## src/rtl/regop_pkg.sv

```systemverilog
// Shared opcodes and FSM state encoding for the register-op sequencer.
package regop_pkg;

   localparam logic [2:0] OP_ADD = 3'd0;
   localparam logic [2:0] OP_SUB = 3'd1;
   localparam logic [2:0] OP_AND = 3'd2;
   localparam logic [2:0] OP_OR  = 3'd3;
   localparam logic [2:0] OP_XOR = 3'd4;
   localparam logic [2:0] OP_MOV = 3'd5;
   localparam logic [2:0] OP_NOP = 3'd6;
   localparam logic [2:0] OP_LDI = 3'd7;

   typedef enum logic [1:0] {ST_IDLE, ST_READ, ST_EXEC, ST_WRITE} state_e;

endpackage

```

## src/rtl/regop_alu.sv

```systemverilog
// Combinational ALU for the sequencer; carry output exists only with REGOP_FLAGS_EN.
module regop_alu
   import regop_pkg::*;
#(
   parameter int unsigned DW = 32
) (
   input  logic [2:0]    op,
   input  logic [DW-1:0] a,
   input  logic [DW-1:0] b,
   input  logic [DW-1:0] imm,
`ifdef REGOP_FLAGS_EN
   output logic          carry,
`endif
   output logic [DW-1:0] y
);

`ifdef REGOP_FLAGS_EN
   // One extra bit holds carry-out for ADD and borrow for SUB.
   logic [DW:0] sum_w;
   logic [DW:0] diff_w;
   assign sum_w  = {1'b0, a} + {1'b0, b};
   assign diff_w = {1'b0, a} - {1'b0, b};
   assign carry  = (op == OP_ADD) ? sum_w[DW] :
                   (op == OP_SUB) ? diff_w[DW] : 1'b0;
`else
   logic [DW-1:0] sum_w;
   logic [DW-1:0] diff_w;
   assign sum_w  = a + b;
   assign diff_w = a - b;
`endif

   always_comb begin
      y = '0;
      case (op)
         OP_ADD:  y = sum_w[DW-1:0];
         OP_SUB:  y = diff_w[DW-1:0];
         OP_AND:  y = a & b;
         OP_OR:   y = a | b;
         OP_XOR:  y = a ^ b;
         OP_MOV:  y = a;
         OP_LDI:  y = imm;
         default: y = a;
      endcase
   end

endmodule

```

## src/rtl/regop_sequencer.sv

```systemverilog
// Four-cycle register-to-register command sequencer driving a register bank.
// Optional REGOP_FLAGS_EN adds zero/carry flag outputs.
module regop_sequencer
   import regop_pkg::*;
#(
   parameter int unsigned DW = 32,
   parameter int unsigned AW = 2
) (
   input  logic          clk,
   input  logic          rst,
   input  logic          cmd_valid,
   output logic          cmd_ready,
   input  logic [2:0]    cmd_op,
   input  logic [AW-1:0] cmd_src1,
   input  logic [AW-1:0] cmd_src2,
   input  logic [AW-1:0] cmd_dst,
   input  logic [DW-1:0] cmd_imm,
   output logic [AW-1:0] sr1,
   output logic [AW-1:0] sr2,
   input  logic [DW-1:0] rdData1,
   input  logic [DW-1:0] rdData2,
   output logic [AW-1:0] dr,
   output logic          write,
   output logic [DW-1:0] wrData,
   output logic          done,
`ifdef REGOP_FLAGS_EN
   output logic          flag_z,
   output logic          flag_c,
`endif
   output logic [DW-1:0] result
);

   state_e        state_q;
   logic [2:0]    op_q;
   logic [AW-1:0] src1_q;
   logic [AW-1:0] src2_q;
   logic [AW-1:0] dst_q;
   logic [DW-1:0] imm_q;
   logic [DW-1:0] opa_q;
   logic [DW-1:0] opb_q;
   logic [DW-1:0] result_q;
   logic [DW-1:0] alu_y;

`ifdef REGOP_FLAGS_EN
   logic alu_carry;
   logic flag_z_q;
   logic flag_c_q;
`endif

   regop_alu #(
      .DW (DW)
   ) u_alu (
      .op    (op_q),
      .a     (opa_q),
      .b     (opb_q),
      .imm   (imm_q),
`ifdef REGOP_FLAGS_EN
      .carry (alu_carry),
`endif
      .y     (alu_y)
   );

   always_ff @(posedge clk) begin
      if (rst) begin
         state_q  <= ST_IDLE;
         op_q     <= '0;
         src1_q   <= '0;
         src2_q   <= '0;
         dst_q    <= '0;
         imm_q    <= '0;
         opa_q    <= '0;
         opb_q    <= '0;
         result_q <= '0;
`ifdef REGOP_FLAGS_EN
         flag_z_q <= 1'b0;
         flag_c_q <= 1'b0;
`endif
      end else begin
         case (state_q)
            ST_IDLE: begin
               if (cmd_valid) begin
                  op_q    <= cmd_op;
                  src1_q  <= cmd_src1;
                  src2_q  <= cmd_src2;
                  dst_q   <= cmd_dst;
                  imm_q   <= cmd_imm;
                  state_q <= ST_READ;
               end
            end
            ST_READ: begin
               opa_q   <= rdData1;
               opb_q   <= rdData2;
               state_q <= ST_EXEC;
            end
            ST_EXEC: begin
               // NOP leaves result and flags untouched.
               if (op_q != OP_NOP) begin
                  result_q <= alu_y;
`ifdef REGOP_FLAGS_EN
                  flag_z_q <= (alu_y == '0);
                  flag_c_q <= alu_carry;
`endif
               end
               state_q <= ST_WRITE;
            end
            ST_WRITE: state_q <= ST_IDLE;
            default:  state_q <= ST_IDLE;
         endcase
      end
   end

   assign cmd_ready = (state_q == ST_IDLE);
   assign sr1       = src1_q;
   assign sr2       = src2_q;
   assign dr        = dst_q;
   assign wrData    = result_q;
   assign result    = result_q;
   // Gated by rst so a reset landing on WRITE never touches the bank.
   assign write     = (state_q == ST_WRITE) && (op_q != OP_NOP) && !rst;
   assign done      = (state_q == ST_WRITE) && !rst;
`ifdef REGOP_FLAGS_EN
   assign flag_z    = flag_z_q;
   assign flag_c    = flag_c_q;
`endif

endmodule

```

## config.mk

```make
export PLATFORM = sky130hd
export DESIGN_NAME = regop_sequencer
export DESIGN_NICKNAME = d
export VERILOG_FILES = /design/src/rtl/regop_pkg.sv /design/src/rtl/regop_alu.sv /design/src/rtl/regop_sequencer.sv
export SDC_FILE = /design/constraint.sdc
export NUM_CORES = 1
export LEC_CHECK = 0
export ABC_CLOCK_PERIOD_IN_PS = 3430
export CAP_MARGIN = 30
export CORE_ASPECT_RATIO = 0.75
export CORE_MARGIN = 5
export CORE_UTILIZATION = 49
export CTS_BUF_LIST = sky130_fd_sc_hd__clkbuf_16
export CTS_CLUSTER_SIZE = 20
export DETAILED_ROUTE_END_ITERATION = 16
export PLACE_DENSITY = 0.78
export SLEW_MARGIN = 15
export SYNTH_ARGS = -nofsm -noshare
export SYNTH_HDL_FRONTEND = slang
export SYNTH_HIERARCHICAL = 1
export SYNTH_SLANG_ARGS = --single-unit
```

## constraint.sdc

```tcl
create_clock -name clk -period 3.43 [get_ports clk]
set_input_delay 0.686 -clock clk [delete_from_list [all_inputs] [get_ports clk]]
set_output_delay 0.686 -clock clk [all_outputs]
set_load 0.05 [all_outputs]
```

==> results.env <==
STATUS='finished, violations left'
VIOLATIONS='negative setup slack'
CRIT_REQUIRED_NS=3.70
CTS_SINKS=139
INITIAL_CORE_UTIL=0.493
FLOORPLAN.DIE_AREA_SQ_UM=24100
INSTANCES_NO_FILL=1867
GRT_PEAK_USE_LAYER='met1'
LAYOUT_CELL_SHARE_WITH_DRIVE_STRENGTH_BEYOND_1=0.173
CP_DATA_ARRIVAL_TIME_NS=4.21
GRT.TOTAL_USAGE=0.290
HOLD_PATH_STARTPOINT='imm_q[29]'
NUMCTSBUFFERS=17
DRC=0
RR_ENDPOINT='result[29]'
COREAREA_SQ_UM=20900
DESIGN.FINAL.NETS=1774
CTS.HTREE.LEVELS=4
DR_TOTAL_VIAS=10772
HPWL_MM=26.2
SYNTHDOMINANTCELLAREASHARE=0.270
MAXIMUM_NUMBER_OF_PINS_ON_ONE_NET_BEFORE_GLOBAL_ROUTE_REPAIR=83
WORST_R2R_PATH_DEPTH=17
TIMING_WORST_SETUP_PATH_TYPE='flip-flop to flip-flop'
TIMING.FINAL.CRIT_SHARE=1.15
SEQUENTIAL_CELL_AREA_SQ_UM=2790
POST_CTS_HOLD_BUFFER_COUNT=0
FINAL_HOLD_VIOL_COUNT=0
CLK_ROOT_BUFFER_CELL='clkbuf_16'
ASYNC_RESET_FF_FRAC=0
SETUP.REG_TO_REG.WORST_SLACK_NS=-0.51
PREVAILING_POST_SYNTH_REGISTER_CELL='dfxtp_1'
POST-ROUTE-MIN-PERIOD_NS=3.94
HOLD_SLACK_NS=0.453
TIMING.FMAX_GHz=0.254
GRT_SETUP_UNREPAIRED='true'
DETAIL_ROUTE.FIRST_PASS.ITERATIONS=5
IO-PIN-COUNT=181
SYNTH_LARGEST_AREA_CELL='dfxtp_1'
PLACE_INST=1814
SYNTH_CELL_TYPE_COUNT=77
SYNTHTOPCELLSBYAREA='dfxtp_1 (27%), ha_1 (12%), mux2i_1 (6.5%), a21oi_1 (6.5%), o21ai_0 (4.9%)'
AREA.GROWTH.SYNTH_TO_FINAL_PCT=34.3
GR-TOTAL-OVERFLOW=0
SYN-CELL-AREA_SQ_UM=10300
GRT_PASS1_WL_MM=55.4
TIGHTESTPINTRANSITION_NS=0.917
KIND_OF_LAUNCH_POINT_OF_THE_WORST_SETUP_PATH='flip-flop'
SETUP-TNS-FINAL_NS=-6.62
NUM-FILL-CELLS=1725
FINAL_SETUP_VIOLATING_ENDPOINTS=20
TIMING.RR.START='opb_q[4]'
DETAIL-ROUTE-ANTENNA-NETS=0
MET2_USAGE=0.403
ENDPOINT_TYPE_OF_THE_WORST_SETUP_PATH='flip-flop'
INITIAL_ANTENNA_VIOLATION_COUNT=1
WORST_CLOCK_SKEW_NS=0.00836
TIMING.SLEW.HEADROOM=0.388
WIRELENGTH_MM=35.6
POST_SYNTH_INST_COUNT=1321
YS_SEQ_AREA_FRAC=0.270
POWER.DENSITY_CELL_AREA_nW_PER_UM2=1060
SYNTH-SEQ-CELLS=139
HOLD_CLASS='flip-flop to flip-flop'
CTS_BUFFER_DEPTH=2
CLOCK_INSERTION_DELAY_WORST_SKEW_NS=0.43
SYNTH_COMMONEST_CELLS='dfxtp_1 (139), nand2_1 (134), a21oi_1 (133), nor2_1 (133), o21ai_0 (101)'
YOSYS_WARN_COUNT=6
DP_SLACK_NS=-0.526
POST_DRT_VIA_CELL_RATIO=5.77
P_LEAK_nW=5.49
WORSTHOLDENDPOINT='imm_q[29]'
HOLD_DEPTH=2
WORST_SLACK_NS=-0.514
MULTI_INPUT_COMB_AREA_SQ_UM=6790
SYNTHMOSTINSTANTIATEDCELL='dfxtp_1'
FINAL_CELL_AREA_SQ_UM=13800
GP_CONGESTION=0.996
SYNTH-EDFF-COUNT=0
TRITONCTS='yes'
SYNTHESIS.NETS=1530
POSTPLACECELLAREA_SQ_UM=12800
FIRST_GLOBAL_VIAS=10089
VDD.IR_DROP.WORST_uV=653
CHIPWIDTH_MICRONS=177
VERT_DIE_DIM_MICRONS=136
DRTITER0DRC=1268
WL_PER_CELL_MICRONS=19.1
CLKSLEWWORSTSETUPHOLDPATHS_NS=0.06
CRITPATHMAXFANOUT=4
ROWS=46
GROUTE.LAYER.MET1.USAGE=0.441
POSTSYNTHAREAPERCELL_SQ_UM=7.80
PLACEMENT.IO_BUFFERS=180
TIMING.FINAL.MAX_SLEW_VIOLATIONS=0
GLOBAL_ROUTE.USAGE.MET3=0.0806
CAP_VIOLATIONS=0
==> layer usage <==
metal  part of all wire  wire [microns]  vias up
met5                  0               0        -
met4              0.015             545        0
met3               0.12            4300       62
met2               0.39           14000      598
met1               0.47           16700     5046
li1                   -               -     5066
==> report_power, final <==
group | internal (mW) | switching (mW) | total, mW
Clock | 1.15 | 0.792 | 1.94
Combinational | 4.64 | 5.67 | 10.3
Sequential | 2.01 | 0.437 | 2.45
Total | 7.79 | 6.90 | 14.7
==> stage by stage <==
step	utilization	total power [mW]
after floorplan	-	8.62
after global placement	0.615	11.7
after detailed placement	0.615	11.8
after CTS	0.655	14.2
after global routing	0.663	15.6
final	0.663	14.7
==> state kept, by name, summed over array words and instances, names as in the netlist <==
signal and cells:
dr 2, imm_q 32, op_q 3, opa_q 32
opb_q 32, result 32, sr1 2, sr2 2
state_q 2
==> critical path, stage by stage, from the launching register on <==
cell and delay, ns:
dfxtp_2 0.32, or3_4 0.38, or3b_4 0.42, nor3b_4 0.30, buf_4 0.18, a21oi_2 0.05, xnor2_1 0.18, ha_1 0.31
a211oi_2 0.26, o21bai_1 0.11, a21bo_2 0.20, a21bo_2 0.19, a31o_4 0.22, o21ba_4 0.22, o21ai_4 0.16, o311ai_4 0.11
nand3_1 0.10, a21oi_1 0.07
==> worst max-delay path by stage <==
stage	end	slack [ns]	from	cells after the start
final	result[29]	-0.51	opb_q[4]	17
after global routing	result[31]	-0.65	opb_q[4]	16
after CTS	result[29]	-0.42	opb_q[4]	17
after detailed placement	result[28]	-0.53	opb_q[4]	16
after global placement	result[31]	-0.48	opb_q[4]	16
after floorplan	result[31]	-0.21	opb_q[4]	19
==> cell type report <==
class,instances,area share
clock inverters,15,0.0126
multi-input cells,992,0.490
inverters,74,0.0201
repair buffers,341,0.219
well taps,288,0.0260
clock buffers,17,0.0307
flip-flops and latches,139,0.201
diodes,1,0.000181
==> cells in the final DEF (no fill, tap or decap), types with 14 or more instances in the layout <==
cell and count:
o21a_1 14, a31oi_1 16, buf_4 158, xnor2_1 41, o21ai_1 29, nand2_1 132
clkdlybuf4s50_1 178, a21oi_2 23, clkbuf_16 17, nand3_1 41, nor2_1 131, mux2i_1 67
o22ai_1 29, dfxtp_1 136, a21oi_1 122, o21ai_0 83, ha_1 99, inv_1 74
==> kinds of logic (layout without fill, tap and decap cells) <==
logic type | Yosys count | in the layout | synth area share
other | 0 | 1 | 0
AND/OR/NAND/NOR | 369 | 369 | 0.160
adder cells (fa/ha/maj) | 101 | 101 | 0.123
multiplexers | 69 | 69 | 0.0683
XOR/XNOR | 53 | 53 | 0.0450
flip-flops | 139 | 139 | 0.270
AO/OA/AOI/OAI | 400 | 400 | 0.234
buffers and inverters | 190 | 447 | 0.0988
==> repair_timing <==
action                     4_1_cts  5_1_grt
resized for setup               39       26
pin swaps                       44       20
setup endpoints to repair       20       23
gates cloned                     0        0
buffers inserted                14        6
(Power assumes the default switching activity.)
